==> src/rtl/inst_fetch_pkg.sv <==
// Shared CPU definitions used by the fetch stage: reset defaults, the NOP
// encoding and the fetch state encoding.
package inst_fetch_pkg;

  // Default PC loaded on reset (must be word-aligned)
  localparam logic [31:0] DEFAULT_RESET_PC = 32'h0000_0000;

  // Default ROM word-address width: 32 words, so valid PCs lie below 128
  localparam int unsigned DEFAULT_ROM_AW = 5;

  // Instruction encoding used for an empty output stage
  localparam logic [31:0] NOP_INST = 32'h0000_0000;

  // Fetch state: RUN issues fetches, HALT stops issuing them
  typedef enum logic {
    FETCH_RUN  = 1'b0,
    FETCH_HALT = 1'b1
  } fetch_state_e;

  // Force an address onto a word boundary by clearing its two low bits
  function automatic logic [31:0] word_align(input logic [31:0] addr);
    return addr & ~32'h0000_0003;
  endfunction

endpackage

==> src/rtl/inst_fetch.sv <==
// Instruction fetch unit: holds the PC, drives the ROM address, registers the
// returned instruction and hands it to decode over a valid/ready handshake.
// Supports redirect and halt, and keeps sticky misalign / out-of-range flags.
module inst_fetch
  import inst_fetch_pkg::*;
#(
  parameter logic [31:0] RESET_PC = DEFAULT_RESET_PC,
  parameter int unsigned ROM_AW   = DEFAULT_ROM_AW
) (
  input  logic        clk,
  input  logic        rst,
  output logic [31:0] rom_addr,
  input  logic [31:0] rom_inst,
  input  logic        redirect_valid,
  input  logic [31:0] redirect_pc,
  input  logic        halt_req,
  output logic        if_valid,
  input  logic        if_ready,
  output logic [31:0] if_inst,
  output logic [31:0] if_pc,
  output logic [31:0] if_pc_plus4,
  output logic        misalign_err,
  output logic        oob_err
);

  // Any PC bit at or above this position means the fetch lies outside the ROM
  localparam int unsigned PC_LIMIT_SHIFT = ROM_AW + 2;

  logic [31:0]  pc_q, pc_d;
  logic [31:0]  if_inst_q, if_inst_d;
  logic [31:0]  if_pc_q, if_pc_d;
  logic         if_valid_q, if_valid_d;
  fetch_state_e state_q, state_d;
  logic         misalign_err_q, misalign_err_d;
  logic         oob_err_q, oob_err_d;

  logic         accept;
  logic         fetch_oob;
  logic         redirect_misaligned;

  // Decide whether the stage takes a new instruction this cycle; a pending
  // halt request or a redirect both block the fetch.
  always_comb begin
    accept = (state_q == FETCH_RUN) && !halt_req && !redirect_valid &&
             (!if_valid_q || if_ready);
    fetch_oob           = (pc_q >> PC_LIMIT_SHIFT) != 32'd0;
    redirect_misaligned = redirect_pc[1:0] != 2'b00;
  end

  // Next-state logic: redirect overrides everything, otherwise track halt
  // and either load a new instruction, drain the held one, or stall.
  always_comb begin
    pc_d           = pc_q;
    if_inst_d      = if_inst_q;
    if_pc_d        = if_pc_q;
    if_valid_d     = if_valid_q;
    state_d        = state_q;
    misalign_err_d = misalign_err_q;
    oob_err_d      = oob_err_q;

    if (redirect_valid) begin
      pc_d       = word_align(redirect_pc);
      if_valid_d = 1'b0;
      state_d    = FETCH_RUN;
      if (redirect_misaligned) begin
        misalign_err_d = 1'b1;
      end
    end else begin
      if (state_q == FETCH_RUN && halt_req) begin
        state_d = FETCH_HALT;
      end else if (state_q == FETCH_HALT && !halt_req) begin
        state_d = FETCH_RUN;
      end

      if (accept) begin
        if_inst_d  = rom_inst;
        if_pc_d    = pc_q;
        if_valid_d = 1'b1;
        pc_d       = pc_q + 32'd4;
        if (fetch_oob) begin
          oob_err_d = 1'b1;
        end
      end else if (if_valid_q && if_ready) begin
        if_valid_d = 1'b0;
      end
    end
  end

  // All stage state, including the fetch state, updates on the clock edge
  // and returns to its reset values as soon as rst rises.
  always_ff @(posedge clk or posedge rst) begin
    if (rst) begin
      pc_q           <= RESET_PC;
      if_inst_q      <= NOP_INST;
      if_pc_q        <= 32'd0;
      if_valid_q     <= 1'b0;
      state_q        <= FETCH_RUN;
      misalign_err_q <= 1'b0;
      oob_err_q      <= 1'b0;
    end else begin
      pc_q           <= pc_d;
      if_inst_q      <= if_inst_d;
      if_pc_q        <= if_pc_d;
      if_valid_q     <= if_valid_d;
      state_q        <= state_d;
      misalign_err_q <= misalign_err_d;
      oob_err_q      <= oob_err_d;
    end
  end

  // Outputs come straight from registers so rom_addr has no input path
  always_comb begin
    rom_addr     = pc_q;
    if_valid     = if_valid_q;
    if_inst      = if_inst_q;
    if_pc        = if_pc_q;
    if_pc_plus4  = if_pc_q + 32'd4;
    misalign_err = misalign_err_q;
    oob_err      = oob_err_q;
  end

endmodule

==> config.mk <==
export PLATFORM = sky130hd
export DESIGN_NAME = inst_fetch
export DESIGN_NICKNAME = d
export VERILOG_FILES = /design/src/rtl/inst_fetch_pkg.sv /design/src/rtl/inst_fetch.sv
export SDC_FILE = /design/constraint.sdc
export NUM_CORES = 1
export LEC_CHECK = 0
export ABC_AREA = 1
export BUFFER_PORTS_ARGS = -buffer_cell sky130_fd_sc_hd__clkbuf_2
export CELL_PAD_IN_SITES_DETAIL_PLACEMENT = 0
export CELL_PAD_IN_SITES_GLOBAL_PLACEMENT = 1
export CORE_UTILIZATION = 30
export DETAILED_ROUTE_END_ITERATION = 12
export PLACE_DENSITY_LB_ADDON = 0.3
export SKIP_CTS_REPAIR_TIMING = 1
export SYNTH_ARGS = -nofsm -noshare
export SYNTH_HDL_FRONTEND = slang
export SYNTH_SLANG_ARGS = --single-unit
==> constraint.sdc <==
create_clock -name clk -period 6.8 [get_ports clk]
set_input_delay 0.68 -clock clk [delete_from_list [all_inputs] [get_ports clk]]
set_output_delay 0.68 -clock clk [all_outputs]
set_load 0.01 [all_outputs]
==> reports/metrics.sh <==
AREA_TAKEN_BY_FLIP_FLOPS_AND_LATCHES_UM2=2400
POST_SYNTH_NUM_CELL_TYPES=38
P_LEAK_nW=3.61
GLOBALROUTEOVERFLOWTOTAL=0
FLOW.AREA_GROWTH_FROM_SYNTHESIS_PCT=25.8
GRT_FIRST_PASS_WIRELENGTH_MM=28.3
FP.DIEAREA_UM2=18800
CTS-ROOT-TO-SINK-BUFFERS=2
GP_CONGESTION=0.849
SYNTH_WARNINGS=0
STDCELL_COUNT=1170
POWER_DENSITY_nW_PER_UM2=259
TIMING.FINAL.HOLD_VIOLATIONS=0
N_DIODES=0
POST_ROUTE_CELLS_DRIVE_ABOVE_1_SHARE_PCT=25.9
END_KIND='register'
CLOCK.FMAX_GHz=0.334
HPWLAFTERDP_MM=14.6
INSERTION_DELAY_OF_THE_LATER_CLOCKED_PIN_IN_THE_WORST_SKEW_PAIR_PS=360
BUFFER_PORTS.INSERTED=193
POST-LAYOUT-TOTAL-POWER_mW=1.78
SYNTH.AVG_CELL_AREA_UM2=7.28
MAX-VDD-IR-DROP_mV=0.120
NETLIST_AREA_UM2=5480
PATH_DELAY_FAMILY='simple AND/OR/NAND/NOR gates'
CTS_INSERTED_BUFFERS=9
FINAL.SETUP.TNS_PS=0
TRITONCTS_SINK_COUNT=96
DRTPASS1ITERATIONS=5
VIAS_PER_CELL=4.69
CRIT_PATH_MAX_INCR_DELAY_PS=840
SETUP.WORST_PATH.CLASS='input port to register'
CLKTRANSATPATHREGS_PS=70
IO_PINS=200
DRC_ERRORS=0
TIMING.FINAL.CRIT_SHARE_PCT=44.1
RELSLEWSLACK_PCT=41.7
FINALWORSTPATHREQUIREDPERIOD_PS=3000
GRT_ANTENNA_BEFORE_REPAIR=0
TRITONCTS='built'
FILL_CELLS=1967
CTS-HTREE-LEVELS=3
CRITICAL_PATH_BUF_INV_COUNT=3
FP.DIEH_UM=137
CTSROOTBUFFERMASTER='sky130_fd_sc_hd__clkbuf_16'
CRITICAL-PATH-SLOWEST-CELL='sky130_fd_sc_hd__nor2_8'
GRT_USAGE_PCT=20.3
GRT_START_MAX_NET_PINS=71
FINAL_STAGE_NET_COUNT=1007
MULTI_INPUT_COMB_AREA_UM2=2620
STARTING_DENSITY_PCT=30.6
DR.FIRST_ITER.DRC_COUNT=400
DRT-TOTAL-WL_MM=18.9
DETAIL_ROUTE.WL_PER_CELL_UM=16.1
SYNTH.FF_LATCH_COUNT=96
SETUP_REPAIR_AFTER_GLOBAL_ROUTING_MISSED_ITS_MARGIN='false'
MOST-COMMON-LAYOUT-CELLS='sky130_fd_sc_hd__nand2_1, sky130_fd_sc_hd__clkbuf_2, sky130_fd_sc_hd__dfrtp_1'
NUMBER_OF_GLOBAL_ROUTE_VIAS_BEFORE_REPAIR=4953
SYNTHCELLS=752
SETUP.WORST_PATH.START_CLASS='input port'
FIN_WORST_SKEW_PS=10.5
MAX_CAP_VIOLATIONS=0
ROWS=49
WORST-ENDPOINT-REQUIRED_PS=7090
FINALMAXSLEWVIOLATIONS=0
WORST_PIN_SLEW_PS=874
HOLD_PATH.CLASS='input port to asynchronous set/reset pin'
SYNTH-SEQ-AREA-SHARE_PCT=43.9
DIE_W_UM=137
CORE_REGION_AREA_UM2=17900
DRT.ANTENNA.VIOLATING_NETS=0
CRITPATHARRIVALTIME_PS=3290
ROUTE.VIAS.TOTAL=5493
CRITICAL_PATH.CELL_CHAIN='clkbuf_2, nor2_8, inv_2, buf_4, nor2_1, nand4_1, nand3b_1'
PLACED_CELLS=1154
RUN_STATUS='finished clean'
WORSTPATHMAXFANOUT=70
LAYOUT.CELLS.MOST_COMMON='sky130_fd_sc_hd__nand2_1'
FINALSETUPVIOLCOUNT=0
power breakdown:
group / total (mW) / switching [mW] / internal [mW] / leakage (nW)
Sequential: 0.781 / 0.120 / 0.661 / 1.16
Clock: 0.507 / 0.251 / 0.256 / 0.136
Combinational: 0.495 / 0.312 / 0.183 / 2.31
metrics by stage:
stage	cell area [µm²]	setup slack, ps	hold slack, ps	utilization, %
floorplan	5490	3610	500	-
global placement	6600	3550	450	36.9
detailed placement	6600	3460	457	36.9
CTS	6890	3830	399	38.5
global route	6890	3560	430	38.5
finish	6890	3800	378	38.5
logic make-up after synthesis:
group	Yosys count	share of synthesized area, %
xor+xnor	25	4.00
other cells	1	0.0685
buf+inv	108	8.57
simple gates	454	36.4
flops	96	43.9
fa+ha+maj	2	0.457
compound gates	66	6.60
final timing paths:
check	start	endpoint	slack, ps	depth (start not counted)
worst min-delay path	rst	if_inst[15]$_DFFE_PP0P_	380	2
worst min register to register	if_inst[26]$_DFFE_PP0P_	if_inst[26]$_DFFE_PP0P_	470	2
worst max-delay path	redirect_valid	rom_addr[23]$_DFFE_PP0P_	3800	7
min in group clk	if_inst[26]$_DFFE_PP0P_	if_inst[26]$_DFFE_PP0P_	470	2
worst max register to register	state_q$_DFFE_PP0P_	rom_addr[23]$_DFFE_PP0P_	4080	8
max in group asynchronous	rst	if_inst[12]$_DFFE_PP0P_	5310	3
cell type report:
cell class              count  area share, %
clock buffers               9           3.27
clock inverters             7          0.926
inverters                  81           4.49
multi-input cells         553           38.1
flip-flops and latches     96           34.9
well taps                 229           4.16
repair buffers            195           14.2
state kept, by name, summed over array words and instances, names as in the netlist:
signal and cells:
misalign_err 1, oob_err 1, if_inst 32, if_pc 30, if_valid 1, state_q 1
rom_addr 30
routing by layer:
| metal | vias up | wire length [µm] | global-route usage (%) |
|---|---|---|---|
| li1 | 2762 | - | - |
| met1 | 2547 | 9310 | 30.6 |
| met2 | 174 | 8230 | 29.7 |
| met3 | 10 | 1210 | 3.89 |
| met4 | 0 | 135 | 4.09 |
| met5 | - | 0 | 0 |
synthesized netlist by cell type (all sizes together):
| cell type | number | share of area, % |
|---|---|---|
| buf | 20 | 2.5 |
| inv | 81 | 5.6 |
| nor4 | 3 | 0.46 |
| a21oi | 16 | 1.5 |
| xor2 | 24 | 3.8 |
| o21bai | 3 | 0.41 |
| a211oi | 1 | 0.14 |
| a31oi | 2 | 0.23 |
| and2b | 1 | 0.14 |
| dfrtp | 96 | 44 |
| ha | 2 | 0.46 |
| o2111ai | 1 | 0.16 |
| nand2 | 266 | 19 |
| o22ai | 2 | 0.23 |
| nand3b | 3 | 0.41 |
| nor3 | 24 | 2.5 |
| nand4 | 21 | 2.4 |
| nand3 | 46 | 4.3 |
| nor2 | 89 | 7.4 |
| conb | 1 | 0.068 |
| o21ai | 36 | 3.3 |
| clkbuf | 7 | 0.48 |
| and3 | 1 | 0.11 |
| xnor2 | 1 | 0.16 |
| o211ai | 5 | 0.69 |
Power figures use the tool's default switching activity.
